`src/rtl/freq_gate_ctrl_if.sv`:
```
`default_nettype none
// ============================================================================
//  Module      : freq_gate_ctrl_if
//  Description : Control/data bundle between the frequency-counter gate
//                sequencer and its host, counter and display path.
//  Revision    : 1.0 - initial release
// ============================================================================
interface freq_gate_ctrl_if;
    logic        START;
    logic        AUTO;
    logic        ABORT;
    logic [1:0]  RANGE;
    logic [23:0] CNT_Q;
    logic        CNT_ENA;
    logic        CNT_CLR;
    logic [23:0] RESULT;
    logic        VALID;
    logic        DONE;
    logic        BUSY;

    // Host / counter side: drives commands and the raw BCD count.
    modport master (
        output START, AUTO, ABORT, RANGE, CNT_Q,
        input  CNT_ENA, CNT_CLR, RESULT, VALID, DONE, BUSY
    );

    // Sequencer side.
    modport slave (
        input  START, AUTO, ABORT, RANGE, CNT_Q,
        output CNT_ENA, CNT_CLR, RESULT, VALID, DONE, BUSY
    );
endinterface
`default_nettype wire

```
`src/rtl/freq_gate_ctrl.sv`:
```
`default_nettype none
// ============================================================================
//  Module      : freq_gate_ctrl
//  Description : Measurement sequencer for a 6-digit BCD frequency counter.
//                Issues the counter clear pulse, opens a gate window of
//                GATE_BASE x {1,10,100} cycles, waits for the counter to
//                settle, then latches the BCD count for the display path.
//                Single-shot or auto-repeat operation, with abort.
//  Revision    : 1.0 - initial release
// ============================================================================
module freq_gate_ctrl #(
    parameter int unsigned GATE_BASE     = 1000,
    parameter int unsigned CLR_CYCLES    = 2,
    parameter int unsigned SETTLE_CYCLES = 3,
    parameter int unsigned HOLD_CYCLES   = 4
) (
    input  wire logic           CLK,
    input  wire logic           CLR,
    freq_gate_ctrl_if.slave     bus
);

    // ------------------------------------------------------------------------
    // State encoding
    // ------------------------------------------------------------------------
    localparam logic [2:0] c_st_idle   = 3'd0;
    localparam logic [2:0] c_st_clear  = 3'd1;
    localparam logic [2:0] c_st_count  = 3'd2;
    localparam logic [2:0] c_st_settle = 3'd3;
    localparam logic [2:0] c_st_latch  = 3'd4;
    localparam logic [2:0] c_st_hold   = 3'd5;

    // Timer reload values: the timer counts down to zero, so a state that
    // must last N cycles is entered with N-1.
    localparam logic [31:0] c_clr_load    = CLR_CYCLES - 1;
    localparam logic [31:0] c_settle_load = SETTLE_CYCLES - 1;
    localparam logic [31:0] c_hold_load   = HOLD_CYCLES - 1;

    // Gate lengths for the three decade ranges.
    localparam logic [31:0] c_gate_x1   = GATE_BASE;
    localparam logic [31:0] c_gate_x10  = GATE_BASE * 10;
    localparam logic [31:0] c_gate_x100 = GATE_BASE * 100;

    // ------------------------------------------------------------------------
    // Registers and next-state wires
    // ------------------------------------------------------------------------
    logic [2:0]  r_state;
    logic [31:0] r_timer;
    logic [1:0]  r_range;
    logic [23:0] r_result;
    logic        r_valid;
    logic        r_done;

    logic [2:0]  w_state_nxt;
    logic [31:0] w_timer_nxt;
    logic [31:0] w_gate_len;
    logic        w_capture;
    logic        w_timer_zero;
    logic        w_abort;
    logic        w_latch_fire;

    assign w_timer_zero = (r_timer == 32'd0);

    // ABORT only acts while a measurement is in progress.
    assign w_abort = bus.ABORT && (r_state != c_st_idle);

    // The latch is suppressed when an abort lands on the LATCH cycle.
    assign w_latch_fire = (r_state == c_st_latch) && !bus.ABORT;

    // Gate length decoded from the captured range; code 3 falls back to x1.
    always_comb begin
        w_gate_len = c_gate_x1;
        case (r_range)
            2'd1:    w_gate_len = c_gate_x10;
            2'd2:    w_gate_len = c_gate_x100;
            default: w_gate_len = c_gate_x1;
        endcase
    end

    // Next-state and timer reload logic.
    always_comb begin
        w_state_nxt = r_state;
        w_timer_nxt = w_timer_zero ? 32'd0 : (r_timer - 32'd1);
        w_capture   = 1'b0;

        case (r_state)
            c_st_idle: begin
                w_timer_nxt = 32'd0;
                // ABORT together with START keeps the block idle.
                if (!bus.ABORT && (bus.START || bus.AUTO)) begin
                    w_state_nxt = c_st_clear;
                    w_timer_nxt = c_clr_load;
                    w_capture   = 1'b1;
                end
            end
            c_st_clear: begin
                if (w_timer_zero) begin
                    w_state_nxt = c_st_count;
                    w_timer_nxt = w_gate_len - 32'd1;
                end
            end
            c_st_count: begin
                if (w_timer_zero) begin
                    w_state_nxt = c_st_settle;
                    w_timer_nxt = c_settle_load;
                end
            end
            c_st_settle: begin
                if (w_timer_zero) begin
                    w_state_nxt = c_st_latch;
                    w_timer_nxt = 32'd0;
                end
            end
            c_st_latch: begin
                w_state_nxt = c_st_hold;
                w_timer_nxt = c_hold_load;
            end
            c_st_hold: begin
                if (w_timer_zero) begin
                    if (bus.AUTO) begin
                        // Re-arm directly; the range is sampled afresh.
                        w_state_nxt = c_st_clear;
                        w_timer_nxt = c_clr_load;
                        w_capture   = 1'b1;
                    end else begin
                        w_state_nxt = c_st_idle;
                        w_timer_nxt = 32'd0;
                    end
                end
            end
            default: begin
                w_state_nxt = c_st_idle;
                w_timer_nxt = 32'd0;
            end
        endcase

        // Abort overrides every in-progress transition.
        if (w_abort) begin
            w_state_nxt = c_st_idle;
            w_timer_nxt = 32'd0;
            w_capture   = 1'b0;
        end
    end

    // State and timer registers.
    always_ff @(posedge CLK) begin
        if (CLR) begin
            r_state <= c_st_idle;
            r_timer <= 32'd0;
        end else begin
            r_state <= w_state_nxt;
            r_timer <= w_timer_nxt;
        end
    end

    // Range is captured only when a measurement is armed.
    always_ff @(posedge CLK) begin
        if (CLR) begin
            r_range <= 2'd0;
        end else if (w_capture) begin
            r_range <= bus.RANGE;
        end
    end

    // Result latch, valid flag and one-cycle completion pulse.
    always_ff @(posedge CLK) begin
        if (CLR) begin
            r_result <= 24'd0;
            r_valid  <= 1'b0;
            r_done   <= 1'b0;
        end else begin
            r_done <= w_latch_fire;
            if (w_latch_fire) begin
                r_result <= bus.CNT_Q;
                r_valid  <= 1'b1;
            end
        end
    end

    // ------------------------------------------------------------------------
    // Outputs: decoded from registered state, so enable and clear can never
    // overlap and no input reaches an output combinationally.
    // ------------------------------------------------------------------------
    assign bus.CNT_CLR = (r_state == c_st_clear);
    assign bus.CNT_ENA = (r_state == c_st_count);
    assign bus.BUSY    = (r_state != c_st_idle);
    assign bus.RESULT  = r_result;
    assign bus.VALID   = r_valid;
    assign bus.DONE    = r_done;

endmodule
`default_nettype wire

```
`src/flat_wrapper.sv`:
```
// flat-port wrapper written by rule: the top's interface ports become plain ports
module freq_gate_ctrl_flat 
#(
    parameter int unsigned GATE_BASE     = 1000,
    parameter int unsigned CLR_CYCLES    = 2,
    parameter int unsigned SETTLE_CYCLES = 3,
    parameter int unsigned HOLD_CYCLES   = 4
)
  (CLK, CLR, bus_START, bus_AUTO, bus_ABORT, bus_RANGE, bus_CNT_Q, bus_CNT_ENA, bus_CNT_CLR, bus_RESULT, bus_VALID, bus_DONE, bus_BUSY);
  freq_gate_ctrl_if bus_i ();
  input  wire logic CLK;
  input  wire logic CLR;
  input wire logic [$bits(bus_i.START)-1:0] bus_START;
  input wire logic [$bits(bus_i.AUTO)-1:0] bus_AUTO;
  input wire logic [$bits(bus_i.ABORT)-1:0] bus_ABORT;
  input wire logic [$bits(bus_i.RANGE)-1:0] bus_RANGE;
  input wire logic [$bits(bus_i.CNT_Q)-1:0] bus_CNT_Q;
  output wire logic [$bits(bus_i.CNT_ENA)-1:0] bus_CNT_ENA;
  output wire logic [$bits(bus_i.CNT_CLR)-1:0] bus_CNT_CLR;
  output wire logic [$bits(bus_i.RESULT)-1:0] bus_RESULT;
  output wire logic [$bits(bus_i.VALID)-1:0] bus_VALID;
  output wire logic [$bits(bus_i.DONE)-1:0] bus_DONE;
  output wire logic [$bits(bus_i.BUSY)-1:0] bus_BUSY;
  assign bus_i.START = bus_START;
  assign bus_i.AUTO = bus_AUTO;
  assign bus_i.ABORT = bus_ABORT;
  assign bus_i.RANGE = bus_RANGE;
  assign bus_i.CNT_Q = bus_CNT_Q;
  assign bus_CNT_ENA = bus_i.CNT_ENA;
  assign bus_CNT_CLR = bus_i.CNT_CLR;
  assign bus_RESULT = bus_i.RESULT;
  assign bus_VALID = bus_i.VALID;
  assign bus_DONE = bus_i.DONE;
  assign bus_BUSY = bus_i.BUSY;
  freq_gate_ctrl #(.GATE_BASE(GATE_BASE), .CLR_CYCLES(CLR_CYCLES), .SETTLE_CYCLES(SETTLE_CYCLES), .HOLD_CYCLES(HOLD_CYCLES)) u_core (.CLK(CLK), .CLR(CLR), .bus(bus_i));
endmodule
```
`config.mk`:
```
export PLATFORM = sky130hd
export DESIGN_NAME = freq_gate_ctrl_flat
export DESIGN_NICKNAME = d
export VERILOG_FILES = /design/src/rtl/freq_gate_ctrl_if.sv /design/src/rtl/freq_gate_ctrl.sv /design/src/flat_wrapper.sv
export SDC_FILE = /design/constraint.sdc
export NUM_CORES = 1
export LEC_CHECK = 0
export ABC_AREA = 1
export ABC_CLOCK_PERIOD_IN_PS = 1900
export CORE_MARGIN = 4
export CORE_UTILIZATION = 52
export CTS_BUF_LIST = sky130_fd_sc_hd__clkbuf_16
export DETAILED_ROUTE_END_ITERATION = 10
export PLACE_DENSITY = 0.8
export SKIP_LAST_GASP = 1
export SLEW_MARGIN = 40
export SYNTH_ARGS = -nofsm -noshare
export SYNTH_HDL_FRONTEND = slang
export SYNTH_SLANG_ARGS = --single-unit
```
`constraint.sdc`:
```
create_clock -name CLK -period 1.9 [get_ports CLK]
set_input_delay 0.57 -clock CLK [delete_from_list [all_inputs] [get_ports CLK]]
set_output_delay 0.57 -clock CLK [all_outputs]
set_load 0.005 [all_outputs]
```
## Yosys cells after proc, flatten, opt, wreduce, memory -nomap -nowiden

Cells that the tools add are included.

| cells by class | value |
|---|---|
| $add $sub $neg | 2 |
| $mul | 0 |
| div/mod/pow operators | 0 |
| order comparisons | 0 |
| equality and inequality tests | 12 |
| shifts and indexed selects | 0 |
| mux-type cells | 20 |
| bitwise logic cells | 0 |
| reductions and logical operators | 10 |

Operator list:

| kind | count |
|---|---|
| 32-bit one-hot mux with 6 select lines | 1 |
| 32-bit 2-to-1 mux | 4 |
| 17-bit one-hot mux with 2 select lines | 1 |
| 32-bit zero test | 1 |
| 32-bit by 1-bit subtractor with 32-bit output (second input constant) | 1 |
| 3-bit one-hot mux with 6 select lines | 1 |
| 17-bit by 1-bit subtractor with 18-bit output (second input constant) | 1 |
| 3-bit 2-to-1 mux | 5 |
| 2-bit by 1-bit inequality test with 1-bit output (second input constant) | 5 |
| 1-bit 2-to-1 mux | 7 |
| 3-bit by 2-bit equality test with 1-bit output (second input constant) | 2 |
| 3-bit equality test (second input constant) | 2 |
| 5-bit AND reduction | 1 |
| 3-bit by 1-bit equality test with 1-bit output (second input constant) | 1 |
| 1-bit logical AND | 3 |
| 3-bit zero test | 1 |
| 3-bit nonzero test | 1 |
| 2-bit by 1-bit equality test with 1-bit output (second input constant) | 1 |
| 2-bit equality test (second input constant) | 1 |
| 1-bit one-hot mux with 2 select lines | 1 |
| 2-bit OR reduction | 1 |
| 1-bit zero test | 1 |
| 1-bit logical OR | 1 |

| word-level totals | value |
|---|---|
| register bits | 63 |
| bits in latches | 0 |
| bits in writable memories | 0 |
| memory bits (read-only) | 0 |
| input bits | 31 |
| word-level logic and storage cells | 50 |
| memories kept | 0 |

## Longest topological paths before layout

| logic depth | value |
|---|---|
| word-level depth | 5 |
| depth in mapped cells | 10 |

## Worst setup path before layout

No wires, ideal clock.

| timing | value |
|---|---|
| kind | register to register |
| start point | register u_core.r_timer[0] |
| end point | register u_core.r_timer[2] |
| arrival time | 1.460 ns |
| data required time | 1.780 ns |
| setup slack | 0.320 ns |
| cell stages (with the launch flop) | 10 |
| path buffers | 0 |
| clock period less this slack | 1.580 ns |
| cell sequence | dfxtp_1 > inv_1 > ha_1 > nand2_2 > nor2_8 > nand2_4 > o21ai_4 > inv_4 > o21ai_2 > a21oi_1 |

| on the way | value |
|---|---|
| longest elaborated chain between the ends | 3 |
| elaborated cells on any way between the ends | 7 |
| classes of those cells | add/sub: 1; mux: 5; reduce/logical: 1 |

RTL lines:

| element | line | source |
|---|---|---|
| from (decl) | freq_gate_ctrl.sv:47 | `logic [31:0] r_timer;` |
| from (signal assigned) | freq_gate_ctrl.sv:151 | `r_timer <= w_timer_nxt;` |
| 32-bit by 1-bit subtractor with 32-bit output or 32-bit zero test (tied branches) | freq_gate_ctrl.sv:82, freq_gate_ctrl.sv:61 |  |
| 32-bit 2-to-1 mux (on tied branches) | n/a |  |
| 32-bit one-hot mux with 6 select lines (*) | freq_gate_ctrl.sv:85 | `case (r_state)` |

Mark *: on every way between the ends. The rest lies on a longest branch, timed or not.
A chain may end at the register's enable or synchronous reset.

## Worst setup path in the final report

| timing | value |
|---|---|
| start point | register u_core.r_state[0] |
| end point | output port bus_BUSY |

| on the way | value |
|---|---|
| longest elaborated chain between the ends | 1 |

RTL lines:

| element | line | source |
|---|---|---|
| from (decl) | freq_gate_ctrl.sv:46 | `logic [2:0] r_state;` |
| from (signal assigned) | freq_gate_ctrl.sv:147 | `r_state <= c_st_idle;` |
| from (signal assigned) | freq_gate_ctrl.sv:150 | `r_state <= w_state_nxt;` |
| 3-bit nonzero test | freq_gate_ctrl.sv:185 | `assign bus.BUSY = (r_state != c_st_idle);` |
| to (decl) | flat_wrapper.sv:23 | `output wire logic [$bits(bus_i.BUSY)-1:0] bus_BUSY;` |

Every way passes these cells.

==> metrics <==
status=finished, final reports clean; area of the core=5640 um2; syn avg cell area=7.14 um2; synth unique cells=32; CP Buf/Inv Count=1; Setup Skew=between 7 and 8 ps; mean routed wirelength per cell=14.3 um; CTS tree=done; die area=7270 um2; Maximum Capacitance Violations=0; CP max FO=7; post-layout min period=roughly 1800 ps; fin nets=552; clock root buffer=clkbuf_16; largest net degree at the start of global routing=27; DR iter-0 viols=150; CP endpoint kind=primary output; Row Count=27; Post-synth top flop=dfxtp_1; Avg Vias per Cell=5.25; Flop pwr share=20.3%; Total Routing Usage GR=around a quarter; worst reg2reg startpoint=u_core.r_timer[0]; Leak=between 1.5 and 2 nW; CP Class=flip-flop to primary output; Post-CTS Hold Buffers=0; Clock Power Share=20.3%; cell chain of the critical path=nor2_2 -> nand2_1 -> dlygate4sd2_1; Mapped Cells=between 400 and 500; sw power=4.27 mW; sw frac=46.4%; number of flops mapped to enable cells by yosys=0; fill cell count=439; Final Max Slew Viols=0; Synth area leader=dfxtp_1; first-pass GRT wire length=between 10 and 15 mm; r2r endpoint=u_core.r_timer[2]; post-synth top area share=40.6%; HP Class=flip-flop to flip-flop; initial antenna violation count=0; DR vias=about 3100; Die Span X=85.3 um; Pwr Density=2150 nW/um2; Reg clk slew, reported paths=~60 ps; Final Wtd Congestion=0.927; Post-route DRC=0; slowest stage cell, crit path=dfxtp_2; placed insts=571; worst-margin pin slew=about 330 ps; Ports=60; hold path start=u_core.bus.RESULT[23]; Die H=~85 um; Post-Synthesis Net Count=471; Clock Latency Late Sink=330 ps; worst reg-to-reg path cell count=10; Slew headroom=77.8%; Tcrit/Tclk final=95.2%; I/O Buffers=59; Routed WL=8.47 mm; # diodes=0; peak supply drop=0.00123 V; setup TNS=0 ps; Critical Path RT=1330 ps; hpwl dp=about 5.9 mm; post-route insts no fill=593; family with the most delay on the worst path=flip-flops; vias in the first global route=3233; Starting Density=55.0%; Final Hold Fails=0; internal power=4.92 mW; Worst EP arrival=around 1200 ps; Layout area overhead=37.5%; clk sinks=63; length of the first detailed-routing pass in iterations=4; Final setup viols=0; Yosys warnings=0; Gate power share=59.4%; CTS buffer count=9; Max clock buf depth=2; Synth area leaders=dfxtp_1 41%, nand2_1 11%, nor2_1 9.2%; Hold Crit Depth=2; CP max stage delay=350 ps; placed cell area=3860 um2; Max Fclk=553 MHz; layout cells sized above 1=14.8%; Finished Cell Area=4270 um2; reg-to-reg setup timing slack=roughly 92 ps; Worst Hold End=u_core.bus.RESULT[23]; synthesized area=3100 um2; Antenna Nets Post-Route=0; grt total ovfl=0; Seq/Total Area, Yosys=around 40%; Max H-tree Level=3; Synth Register Bits=between 60 and 70; Worst setup SP type=flip-flop; ys async rst share=0%
## timing repair
| action | in CTS | in global routing |
|---|---|---|
| setup buffers | 1 | 5 |
| pin swaps | 0 | 2 |
| resized for setup | 12 | 2 |
| endpoints found under the setup margin | 3 | 27 |
| endpoints found under the hold margin | 0 | 0 |
## per-layer routing
layer  vias to the layer above  GRT usage (%)  part of all wire [%]
met5                         -              0                     0
met1                      1445           27.2                    42
met4                         0           11.2                   3.1
met2                        80           41.1                    49
li1                       1563              -                     -
met3                        28           7.38                   6.2
## logic make-up after synthesis
| family | count (synthesis) | synth area share [%] |
|---|---|---|
| flops | 63 | 40.6 |
| compound gates | 60 | 10.6 |
| simple gates | 245 | 36.2 |
| xor+xnor | 18 | 5.08 |
| fa+ha+maj | 5 | 2.02 |
| buf+inv | 44 | 5.52 |
## power groups by stage
| stage | logic (mW) | clock network, mW | registers, mW |
|---|---|---|---|
| 2_1_floorplan | 3.91 | 0 | 1.82 |
| 3_3_place_gp | 4.97 | 0 | 1.86 |
| 3_5_place_dp | 5.06 | 0 | 1.87 |
| 4_1_cts | 5.17 | 1.87 | 1.86 |
| 5_1_grt | 6.09 | 1.94 | 1.90 |
| 6_report | 5.46 | 1.86 | 1.87 |
## worst max path at each step
stage / from / endpoint / depth (start not counted)
floorplan: u_core.r_timer[0] / u_core.r_timer[2] / 9
global placement: bus_ABORT / u_core.r_timer[24] / 6
detailed placement: bus_ABORT / u_core.r_timer[4] / 7
CTS: u_core.r_timer[0] / u_core.r_timer[2] / 9
global route: u_core.r_timer[0] / u_core.r_timer[6] / 10
finish: u_core.r_state[0] / bus_BUSY / 3
## cell usage in the layout, fill, tap and decap left out, types with 11 or more instances in the layout
cell type / instances
nor2_1: 73
a21oi_1: 41
inv_1: 32
xor2_1: 12
buf_4: 19
o21ai_0: 13
nor2_2: 11
nand3_1: 40
clkdlybuf4s50_1: 56
dfxtp_1: 60
nand2_1: 89
## through the flow
step,hold slack (ps),worst slack [ps],util [%],power [mW]
final,457,91.9,75.7,9.18
after global routing,488,-13.1,75.7,9.93
after CTS,458,48.1,74.9,8.90
after detailed placement,449,14.5,68.5,6.93
after global placement,445,40.2,68.5,6.83
after floorplan,427,320,-,5.73
## final cells by class
| cell class | count | area [um2] | area share, % |
|---|---|---|---|
| Clock inverter | 7 | 111 | 2.61 |
| Tap cell | 72 | 90.1 | 2.11 |
| Clock buffer | 9 | 225 | 5.28 |
| Sequential cell | 63 | 1270 | 29.7 |
| Timing Repair Buffer | 79 | 749 | 17.6 |
| Multi-Input combinational cell | 328 | 1690 | 39.6 |
| Inverter | 35 | 134 | 3.14 |
## registers in the layout, indices dropped and copies added (netlist names)
| signal | cells |
|---|---|
| u_core.bus.DONE | 1 |
| u_core.bus.RESULT | 24 |
| u_core.bus.VALID | 1 |
| u_core.r_range | 2 |
| u_core.r_state | 3 |
| u_core.r_timer | 32 |
## worst register-to-register path, cell delays in order, from the launching register on
cell and delay, ps:
dfxtp_1 320, inv_1 120, ha_2 230, nand2_2 140, nor2_8 170, nand2_4 70
o21ai_4 200, buf_4 160, inv_4 40, o21ai_2 180, a21oi_1 60
## cell usage after synthesis, types with 2 or more instances
master     n
a21oi_1   41
buf_2      3
clkbuf_1   5
dfxtp_1   63
ha_1       5
inv_1     33
nand2_1   89
nand2_2    9
nand2_4    2
nand3_1   40
nand4_1    6
nor2_1    76
nor2_2     9
nor2_4     5
nor3_1     4
o21ai_0   13
xnor2_1    6
xor2_1    12
No activity file was read; power rests on OpenSTA's default activity.
